## config.mk

```make
export PLATFORM = sky130hd
export DESIGN_NAME = pipelined_logic_alu
export DESIGN_NICKNAME = d
export VERILOG_FILES = /design/src/rtl/alu_pkg.sv /design/src/rtl/alu_logic_core.sv /design/src/rtl/pipelined_logic_alu.sv
export SDC_FILE = /design/constraint.sdc
export NUM_CORES = 1
export LEC_CHECK = 0
export CORE_ASPECT_RATIO = 1.1
export CORE_MARGIN = 2
export CORE_UTILIZATION = 58
export CTS_BUF_LIST = sky130_fd_sc_hd__clkbuf_8 sky130_fd_sc_hd__clkbuf_16
export CTS_CLUSTER_DIAMETER = 50
export CTS_CLUSTER_SIZE = 12
export DETAILED_ROUTE_END_ITERATION = 10
export PLACE_DENSITY = 0.86
export SYNTH_ARGS = -nofsm -noshare
export SYNTH_HDL_FRONTEND = slang
export SYNTH_SLANG_ARGS = --single-unit
```

## constraint.sdc

```tcl
create_clock -name clk -period 5.5 [get_ports clk]
set_clock_uncertainty 0.15 [all_clocks]
set_input_delay 0.825 -clock clk [delete_from_list [all_inputs] [get_ports clk]]
set_output_delay 0.825 -clock clk [all_outputs]
set_load 0.02 [all_outputs]
```

## src/rtl/alu_pkg.sv

```systemverilog
// rtl/alu_pkg.sv - opcode encodings shared by the logic ALU and its function core
package alu_pkg;

  localparam int OPW = 3;

  localparam logic [OPW-1:0] OP_AND  = 3'd0;
  localparam logic [OPW-1:0] OP_OR   = 3'd1;
  localparam logic [OPW-1:0] OP_NAND = 3'd2;
  localparam logic [OPW-1:0] OP_NOR  = 3'd3;
  localparam logic [OPW-1:0] OP_XOR  = 3'd4;
  localparam logic [OPW-1:0] OP_XNOR = 3'd5;
  localparam logic [OPW-1:0] OP_SHL  = 3'd6;
  localparam logic [OPW-1:0] OP_SHR  = 3'd7;

endpackage

```

## src/rtl/alu_logic_core.sv

```systemverilog
// rtl/alu_logic_core.sv - combinational N-bit logic/shift function unit
// ALU_FLAGS_EN adds the shifted-out bit output (shout).
module alu_logic_core
  import alu_pkg::*;
#(
  parameter int N   = 8,
  parameter int SHW = 3
) (
  input  logic [N-1:0]   a,
  input  logic [N-1:0]   b,
  input  logic [OPW-1:0] op,
  input  logic [SHW-1:0] shamt,
  output logic [N-1:0]   result
`ifdef ALU_FLAGS_EN
  ,
  output logic           shout
`endif
);

  logic [31:0] sh;
  assign sh = 32'(shamt) % 32'(N);

  always_comb begin
    result = '0;
    case (op)
      OP_AND:  result = a & b;
      OP_OR:   result = a | b;
      OP_NAND: result = ~(a & b);
      OP_NOR:  result = ~(a | b);
      OP_XOR:  result = a ^ b;
      OP_XNOR: result = ~(a ^ b);
      OP_SHL:  result = a << sh;
      default: result = a >> sh;
    endcase
  end

`ifdef ALU_FLAGS_EN
  // Last bit to leave the word: a[N-sh] for SHL, a[sh-1] for SHR.
  logic [N-1:0] shl_lost;
  logic [N-1:0] shr_lost;
  assign shl_lost = a >> (32'(N) - sh);
  assign shr_lost = a >> (sh - 32'd1);

  always_comb begin
    shout = 1'b0;
    if (sh != 32'd0) begin
      if (op == OP_SHL) shout = shl_lost[0];
      else if (op == OP_SHR) shout = shr_lost[0];
    end
  end
`endif

endmodule

```

## src/rtl/pipelined_logic_alu.sv

```systemverilog
// rtl/pipelined_logic_alu.sv - two-stage valid/ready logic ALU with accumulator operand
// ALU_FLAGS_EN adds registered zero and msb_out outputs.
module pipelined_logic_alu
  import alu_pkg::*;
#(
  parameter int N   = 8,
  parameter int SHW = 3
) (
  input  logic           clk,
  input  logic           rst,
  input  logic           in_valid,
  output logic           in_ready,
  input  logic [N-1:0]   a,
  input  logic [N-1:0]   b,
  input  logic [OPW-1:0] op,
  input  logic [SHW-1:0] shamt,
  input  logic           use_acc,
  input  logic           acc_we,
  output logic           out_valid,
  input  logic           out_ready,
  output logic [N-1:0]   result,
  output logic [N-1:0]   acc
`ifdef ALU_FLAGS_EN
  ,
  output logic           zero,
  output logic           msb_out
`endif
);

  logic           s1_valid;
  logic [N-1:0]   s1_a;
  logic [N-1:0]   s1_b;
  logic [OPW-1:0] s1_op;
  logic [SHW-1:0] s1_shamt;
  logic           s1_use_acc;
  logic           s1_acc_we;

  logic           s2_load;
  logic [N-1:0]   core_b;
  logic [N-1:0]   core_result;

  assign s2_load  = s1_valid && (!out_valid || out_ready);
  assign in_ready = !s1_valid || s2_load;
  // acc is read at compute time, so a beat always sees the previous beat's write.
  assign core_b   = s1_use_acc ? acc : s1_b;

`ifdef ALU_FLAGS_EN
  logic core_shout;
`endif

  alu_logic_core #(.N(N), .SHW(SHW)) u_core (
    .a      (s1_a),
    .b      (core_b),
    .op     (s1_op),
    .shamt  (s1_shamt),
    .result (core_result)
`ifdef ALU_FLAGS_EN
    ,
    .shout  (core_shout)
`endif
  );

  always_ff @(posedge clk) begin
    if (rst) begin
      s1_valid  <= 1'b0;
      out_valid <= 1'b0;
      result    <= '0;
      acc       <= '0;
`ifdef ALU_FLAGS_EN
      zero      <= 1'b0;
      msb_out   <= 1'b0;
`endif
    end else begin
      if (in_valid && in_ready) begin
        s1_valid   <= 1'b1;
        s1_a       <= a;
        s1_b       <= b;
        s1_op      <= op;
        s1_shamt   <= shamt;
        s1_use_acc <= use_acc;
        s1_acc_we  <= acc_we;
      end else if (s2_load) begin
        s1_valid <= 1'b0;
      end

      if (s2_load) begin
        out_valid <= 1'b1;
        result    <= core_result;
        if (s1_acc_we) acc <= core_result;
`ifdef ALU_FLAGS_EN
        zero      <= (core_result == '0);
        msb_out   <= core_shout;
`endif
      end else if (out_ready) begin
        out_valid <= 1'b0;
      end
    end
  end

endmodule
```

==> impl_metrics.csv <==
group,metric,value,unit
status,run_status,"finished, final reports clean",
global_routing,grt_max_degree,33,
die,floorplan.initialDensity,0.592,
die,coreArea,4590,um^2
timing,sum_neg_setup_slack,0,ps
routing,dr_total_vias,2142,
setup_path,rr_worst_depth,7,
setup_path,crit_path_cell_trace,"clkdlybuf4s50_1 > nor2b_1 > nand2_1 > clkdlybuf4s50_1",
pwr,pwr-share-clk,0.290,
job,drv.max_cap_violation_count,0,
die,row_count,26,
setup_path,slowest_stage,"clkdlybuf4s50_1",
timing,timing.final.crit_share,0.567,
routing,number_of_routed_nets_with_antenna_violations,0,
setup_path,crit_arrival,2140,ps
setup_path,critical_path.startpoint_type,"input port",
routing,first_pass_iters,4,
placed_design,port_buffers,45,
setup_path,worst-endpoint-required,4530,ps
clock_network,ctsResizeCount,0,
global_routing,grt_resource_usage_total,0.232,
worst_hold_path,min_path_cells,2,
final_layout,register_area,1080,um^2
global_routing,grt_pass1_wl,9450,um
synth,synth_seq_cells,42,
synth,syn-num-nets,307,
pwr,ir_worst_vdd,0.000185,V
synth,synthesis.area,2720,um^2
routing,totalWireLength,5930,um
setup_path,critical_path.most_common_cell,"clkdlybuf4s50_1",
clock_network,clk_pin_slew_worst_paths,80,ps
synth,asyncSetResetFlopFracSynth,0,
pwr,p_comb_frac,0.181,
synth,yosysSeqAreaShare,0.398,
placed_design,dp_worst_setup_slack,2240,ps
pwr,leakagePower,0.00125,uW
global_routing,initial_antenna_violation_count,0,
synth,yosys.cell_count.top_type,"edfxtp_1",
synth,gate_count_after_technology_mapping,263,
clock_network,cts_hold_repair.buffers,0,
pwr,power-per-cell-area,219,nW/um^2
routing,drc,0,
placed_design,gp_routability_congestion,0.947,
synth,postSynth.topFlopCell,"edfxtp_1",
clock_network,cts-root-buf,"clkbuf_8",
pwr,pwr-share-seq,0.529,
timing,achievable-frequency,321,MHz
setup_path,timing.setup.critical_path_class,"in -> out",
synth,synth_top_area_cell,"edfxtp_1",
pwr,total_power,705,uW
timing,timing.final.hold_violations,0,
global_routing,first_global_vias,2016,
final_layout,layout-drive-gt1-share,0.0805,
synth,synth_top_area_share,0.265,
routing,vias_per_cell,6.05,
die,chipWidth,69.2,um
synth,synth-warning-count,0,
timing,final-max-slew-violation-count,0,
final_layout,area.growth.synth_to_final,18.3,%
timing,slew_headroom,0.273,
placed_design,dp_hpwl,4180,um
routing,detail_route.wl_per_cell,16.8,um
die,die-area,5250,um^2
worst_hold_path,hold_class,"reg -> reg",
final_layout,multi_input_gate_area,1450,um^2
synth,ys_top_cells_by_count,"edfxtp_1 (24), nor2_1 (21), inv_1 (19), dfxtp_1 (18)",
setup_path,critical_path.max_stage_delay,550,ps
synth,netlist-cell-type-count,53,
pwr,switching_share,0.282,
die,die_height,75.8,um
timing,worstMarginPinSlew,1090,ps
synth,synth_area_per_cell,10.3,um^2
die,io_pins,46,
clock_network,post_cts_buffers,0,
synth,synth_enable_flop_cells,24,
timing,unrepaired_setup_endpoints_after_global_routing,"false",
final_layout,num_antenna_cells,0,
setup_path,path_max_fanout,5,
final_layout,nFillCells,343,
clock_network,insertion_delay,300,ps
final_layout,layout.nets,341,
global_routing,global_route.overflow_total,0,
pwr,total_switching_power,199,uW
timing,setup_ws,2380,ps
setup_path,timing.critical_path.to_type,"output pin",
routing,dr.first_iter.drc_count,110,
clock_network,clock_tree_from_tritoncts,"yes",
clock_network,number_of_buffers_created_by_cts,5,
timing,min_period,3120,ps
clock_network,max-clock-path-buffers,2,
timing,finalSetupViolCount,0,
clock_network,clock_sink_count,42,
pwr,internal-power,506,uW
clock_network,h-tree-depth,2,
synth,yosys-top-cells-area,"edfxtp_1 (27%), dfxtp_1 (13%), ha_1 (7.4%)",
==> cell type report <==
| class | instances | area share |
|---|---|---|
| Sequential cell | 42 | 0.337 |
| Clock inverter | 3 | 0.00584 |
| Tap cell | 56 | 0.0218 |
| Inverter | 19 | 0.0222 |
| Clock buffer | 5 | 0.0214 |
| Multi-Input combinational cell | 184 | 0.452 |
| Timing Repair Buffer | 45 | 0.140 |
==> per-layer routing <==
| metal | track usage | up-vias | wire, um |
|---|---|---|---|
| li1 | - | 1034 | - |
| met1 | 0.273 | 1035 | 2510 |
| met2 | 0.420 | 59 | 3070 |
| met3 | 0.0437 | 14 | 211 |
| met4 | 0.105 | 0 | 136 |
| met5 | 0 | - | 0 |
==> state kept, by name, summed over array words and instances (netlist names) <==
register	cells
s1_a	8
s1_acc_we	1
acc	8
s1_b	8
s1_op	3
out_valid	1
result	8
s1_valid	1
s1_shamt	3
s1_use_acc	1
==> power groups by stage <==
stage	sequential, uW	combinational, uW	clock (uW)
6_report	373	128	204
5_1_grt	376	140	216
4_1_cts	372	128	208
3_5_place_dp	380	127	0
3_3_place_gp	379	122	0
2_1_floorplan	373	83.7	0
==> final timing paths <==
kind,from,endpoint,slack [ps]
worst min register to register,result[1]$_SDFFE_PP0P_,result[1]$_SDFFE_PP0P_,330
worst max register to register,s1_use_acc$_DFFE_PP_,result[0]$_SDFFE_PP0P_,2790
worst max-delay path,out_ready,in_ready,2380
worst min-delay path,result[1]$_SDFFE_PP0P_,result[1]$_SDFFE_PP0P_,330
==> cell families (layout without fill, tap and decap cells) <==
| kind of cell | after synthesis | after routing | synth area share |
|---|---|---|---|
| multiplexers | 25 | 25 | 0.121 |
| buffers and inverters | 37 | 72 | 0.0673 |
| AND/OR/NAND/NOR | 74 | 74 | 0.145 |
| adder cells (fa/ha/maj) | 16 | 16 | 0.0737 |
| flip-flops | 42 | 42 | 0.398 |
| XOR/XNOR | 11 | 11 | 0.0355 |
| AO/OA/AOI/OAI | 58 | 58 | 0.159 |
==> cell usage in the layout (no fill, tap or decap), drive strengths merged, types with 6 or more instances in the layout <==
cell type and n:
nor3 7, dfxtp 18, nor2 22, clkdlybuf4s50 45, o211ai 6, a21oi 13
edfxtp 24, inv 20, nand2 14, ha 16, xor2 6, mux2i 16
a211oi 12
==> worst max-delay path: cells and delay by family <==
| family | cells | cell delay [ps] |
|---|---|---|
| and+or+nand+nor | 2 | 370 |
| buffers and inverters | 2 | 950 |
==> per-stage QoR <==
step	std cells	utilization	hold WS, ps	area (um^2)
CTS	354	0.700	322	3210
finish	354	0.700	325	3210
global route	354	0.700	348	3210
floorplan	263	-	346	2720
global placement	346	0.681	300	3120
detailed placement	346	0.681	310	3120
Power figures use the tool's default switching activity.
